File: config.mk
export PLATFORM = sky130hd
export DESIGN_NAME = dii_packet_tx
export DESIGN_NICKNAME = d
export VERILOG_FILES = /design/src/rtl/dii_packet_tx.sv
export SDC_FILE = /design/constraint.sdc
export NUM_CORES = 1
export LEC_CHECK = 0
export ABC_AREA = 1
export CORE_ASPECT_RATIO = 0.75
export CORE_MARGIN = 2
export CORE_UTILIZATION = 31
export CTS_CLUSTER_DIAMETER = 50
export DETAILED_ROUTE_END_ITERATION = 10
export SYNTH_ARGS = -nofsm -noshare
export SYNTH_HDL_FRONTEND = slang
export SYNTH_SLANG_ARGS = --single-unit
File: constraint.sdc
create_clock -name clk -period 2.5 [get_ports clk]
set_clock_uncertainty 0.15 [all_clocks]
set_input_delay 0.5 -clock clk [delete_from_list [all_inputs] [get_ports clk]]
set_output_delay 0.5 -clock clk [all_outputs]
set_load 0.05 [all_outputs]
File: src/rtl/dii_packet_tx.sv
// DII transmit packetizer: three header flits plus a counted payload, registered flit output.
// Optional length checking against pl_last is enabled by DII_PACKET_TX_LEN_CHECK_EN.
package dii_pkg;
  typedef struct packed {
    logic        valid;
    logic        last;
    logic [15:0] data;
  } dii_flit;
endpackage

module dii_packet_tx #(
  parameter int unsigned MAX_LEN = 8,
  parameter int unsigned PLEN_W  = $clog2(MAX_LEN) + 1
) (
  input  logic              clk,
  input  logic              rst_n,
  input  logic              req_valid,
  output logic              req_ready,
  input  logic [15:0]       req_dest,
  input  logic [15:0]       req_src,
  input  logic [1:0]        req_type,
  input  logic [3:0]        req_type_sub,
  input  logic [PLEN_W-1:0] req_plen,
  input  logic [15:0]       pl_data,
  input  logic              pl_valid,
  output logic              pl_ready,
  input  logic              pl_last,
  output dii_pkg::dii_flit  flit_out,
  input  logic              flit_out_ready,
  output logic              busy,
  output logic              err
);

  typedef enum logic [2:0] {IDLE, HDR_DEST, HDR_SRC, HDR_TYPE, PAYLOAD} state_t;

  localparam logic [PLEN_W-1:0] PLEN_MAX = PLEN_W'(MAX_LEN - 3);
  localparam logic [PLEN_W-1:0] ONE      = PLEN_W'(1);

  state_t              state, state_d;
  dii_pkg::dii_flit    flit_d;
  logic [PLEN_W-1:0]   cnt, cnt_d;
  logic [PLEN_W-1:0]   plen_q, plen_eff;
  logic [15:0]         dest_q, src_q;
  logic [5:0]          type_q;
  logic                armed;
  logic                load, req_fire, pl_fire, plen_sat;

  // armed keeps req_ready low while reset is asserted and on the first cycle after
  assign load      = !flit_out.valid || flit_out_ready;
  assign req_ready = (state == IDLE) && load && armed;
  assign pl_ready  = (state == PAYLOAD) && load;
  assign req_fire  = req_valid && req_ready;
  assign pl_fire   = pl_valid && pl_ready;
  assign plen_sat  = req_plen > PLEN_MAX;
  assign plen_eff  = plen_sat ? PLEN_MAX : req_plen;
  assign busy      = (state != IDLE) || flit_out.valid;

  always_ff @(posedge clk or negedge rst_n) begin
    if (!rst_n) begin
      state    <= IDLE;
      flit_out <= '0;
      cnt      <= '0;
      plen_q   <= '0;
      dest_q   <= '0;
      src_q    <= '0;
      type_q   <= '0;
      armed    <= 1'b0;
    end else begin
      state    <= state_d;
      flit_out <= flit_d;
      cnt      <= cnt_d;
      armed    <= 1'b1;
      if (req_fire) begin
        dest_q <= req_dest;
        src_q  <= req_src;
        type_q <= {req_type, req_type_sub};
        plen_q <= plen_eff;
      end
    end
  end

  always_comb begin
    state_d = state;
    cnt_d   = cnt;
    // a loadable register with nothing to send empties itself
    flit_d  = load ? '0 : flit_out;
    case (state)
      IDLE: begin
        if (req_fire) state_d = HDR_DEST;
      end
      HDR_DEST: begin
        if (load) begin
          flit_d  = '{valid: 1'b1, last: 1'b0, data: dest_q};
          state_d = HDR_SRC;
        end
      end
      HDR_SRC: begin
        if (load) begin
          flit_d  = '{valid: 1'b1, last: 1'b0, data: src_q};
          state_d = HDR_TYPE;
        end
      end
      HDR_TYPE: begin
        if (load) begin
          flit_d  = '{valid: 1'b1, last: (plen_q == '0), data: {type_q, 10'b0}};
          cnt_d   = plen_q;
          state_d = (plen_q == '0) ? IDLE : PAYLOAD;
        end
      end
      PAYLOAD: begin
        if (pl_fire) begin
          flit_d = '{valid: 1'b1, last: (cnt == ONE), data: pl_data};
          cnt_d  = cnt - ONE;
          if (cnt == ONE) state_d = IDLE;
        end
      end
      default: state_d = IDLE;
    endcase
  end

`ifdef DII_PACKET_TX_LEN_CHECK_EN
  always_ff @(posedge clk or negedge rst_n) begin
    if (!rst_n) begin
      err <= 1'b0;
    end else if (req_fire) begin
      err <= plen_sat;
    end else if (pl_fire && (pl_last != (cnt == ONE))) begin
      err <= 1'b1;
    end
  end
`else
  logic unused_pl_last;
  assign unused_pl_last = pl_last;
  assign err            = 1'b0;
`endif

endmodule

==> out/summary.txt <==
Synth Warn # - 0
Via Count - 2862
startpoint class of the critical path - input pin
slack of the critical path - 254 ps
Setup Fix Bufs, Post-CTS - 0
DRC - 0
RSZ-0062 raised after global routing - no
CTS Buf Count - 9
total chip power - 0.00575 W
post-synthesis instance area - 0.00325 mm²
Primary FF master, synth - dfrtp_1
WL/cell - 13.0 µm
worst hold slack - 328 ps
Hold Crit Class - reg -> reg
largest net degree at the start of global routing - 51
Leakage - 2.28 nW
Root Driver - clkbuf_16
worst-skew pair later-pin latency - 320 ps
status - finished, final reports clean
max layer used - met4
top cell type's share of synthesized area - 52.3%
Setup Total Neg Slack - 0 ps
share of post-route cells with drive strength above 1 - 7.68%
Distinct cells, synth - 25
WL final - 8210 µm
final-report max-slew violation count - 0
syn_area_per_cell - 8.04 µm²
count leader, synth - nand2_1
Die ar. - 0.0113 mm²
CTS Sinks - 68
area of the core - 0.0102 mm²
CTS clock-pin slew for the worst setup and hold paths - 50 ps
Die Y - 92.7 µm
async set or reset register ratio after synthesis - 100%
CTS tree - yes
Post-DP HPWL - 5810 µm
RD Place Congestion - 0.815
crit path capture type - primary output
worst path required time - 1850 ps
grt total ovfl - 0
Post-Syn Nets - 471
cell row count - 32
ant diodes - 0
Yosys reg bits - 68
drt pass-1 iters - 4
EDFF count, synth - 0
most frequent cells after synthesis - nand2_1 (201), dfrtp_1 (68), nand3_1 (26), inv_1 (20)
CTS HTree Levels - 3
Final Cycle Share - 89.9%
largest cells by area after synthesis - dfrtp_1 (52%), nand2_1 (23%), nand3_1 (4.0%), a22oi_1 (3.5%), inv_1 (2.3%)
peak supply drop - 0.000460 V
first-pass GRT wire length - 13600 µm
post-synth top area cell - dfrtp_1
CTS max path bufs - 2
Rel. slew slack - 53.6%
Ports - 86
crit path max fanout - 4
hold-critical path depth - 2
antenna violations before repair - 0
routed wl met2 - 3400 µm
FILL cells - 1067
min Tclk post-route - 2250 ps
Worst R2R Path Depth - 4
drt via density - 4.54
Area Growth Syn to Fin - 41.1%
register area share after synthesis - 52.3%
# setup viols final - 0
Initial DRC Count - 217
Final ANT Viol Nets - 0
Metal-1 WL - 4080 µm
Hold Violations, Final - 0
Setup WS pre-CTS - 223 ps
synthesized instance count - 405
nets - 556
GRT Total Usage - 15.4%
Power Density - 1250 mW/mm²
Die Width - 122 µm
# port buffers - 83
vias in the first global route - 2782
WL met3 - 622 µm
Crit path arrival time - 1600 ps
critical path class - in -> out
Max Freq - 0.445 GHz
Worst Tran Pin Value - 694 ps
Starting Density - 31.8%
max-cap violation count - 0
## layout by cell type, fill, tap and decap left out, types with 9 or more instances in the layout
| cell | Yosys | routed |
|---|---|---|
| inv_1 | 20 | 20 |
| nor2_1 | 13 | 13 |
| nand2_1 | 201 | 201 |
| a22oi_1 | 15 | 15 |
| nand3_1 | 26 | 26 |
| dfrtp_1 | 68 | 68 |
| clkbuf_16 | 0 | 9 |
| o21ai_0 | 15 | 15 |
| buf_4 | 3 | 9 |
| clkdlybuf4s50_1 | 0 | 79 |
## what timing repair did
| item | in CTS | in global routing |
|---|---|---|
| hold buffers | 1 | 0 |
| endpoints found under the hold margin | 18 | 0 |
| resized for setup | 0 | 0 |
## metrics by stage
stage	cells	util, %	instance area (µm²)
3_3_place_gp	614	41.1	4210
3_5_place_dp	614	41.1	4210
6_report	631	44.8	4590
2_1_floorplan	405	-	3250
4_1_cts	631	44.8	4590
5_1_grt	631	44.8	4590
## cell families (layout without fill, tap and decap cells)
family                   Yosys count  in the layout  synth area share (%)
other                              2              2                 0.231
buffers and inverters             40            130                  6.69
flip-flops                        68             68                  52.3
AO/OA/AOI/OAI                     40             40                  7.69
adder cells (fa/ha/maj)            2              2                 0.769
AND/OR/NAND/NOR                  252            252                  32.1
XOR/XNOR                           1              1                 0.269
## where the power goes
| part | total, W | internal, W | switching [W] |
|---|---|---|---|
| Sequential | 0.00190 | 0.00160 | 0.000294 |
| Combinational | 0.00232 | 0.000842 | 0.00148 |
| Clock | 0.00153 | 0.00108 | 0.000451 |
| Total | 0.00575 | 0.00353 | 0.00222 |
## metal layers
metal | GRT usage (%) | up-vias
li1 | - | 1453
met1 | 22.7 | 1312
met2 | 22.0 | 87
met3 | 3.76 | 10
met4 | 4.89 | 0
met5 | 0 | -
## registers in the layout, summed over array words and instances (netlist names)
name and cells:
cnt 4, state 3, flit_out 18, plen_q 4
armed 1, type_q 6, dest_q 16, src_q 16
## final timing paths
check / startpoint / end / slack [ps]
worst max-delay path: flit_out_ready / pl_ready / 250
worst min-delay path: src_q[0] / src_q[0] / 330
worst max register to register: state[2] / flit_out[11] / 640
worst min register to register: src_q[0] / src_q[0] / 330
max in group asynchronous: rst_n / src_q[7] / 1060
min in group asynchronous: rst_n / cnt[0] / 520
## critical path, stage by stage
cell	delay [ps]
clkdlybuf4s50_1	430
nor2_1	340
nor2_1	120
buf_4	210
## area by class of cell
cell class              count  area (µm²)  share of cell area (%)
clock buffers              13         280                    6.10
clock inverters             3        90.1                    1.96
inverters                  21        81.3                    1.77
multi-input cells         297        1340                    29.1
flip-flops and latches     68        1700                    37.1
well taps                 136         170                    3.71
repair buffers             93         933                    20.3
Note: power is estimated with default switching activity, not from simulation.
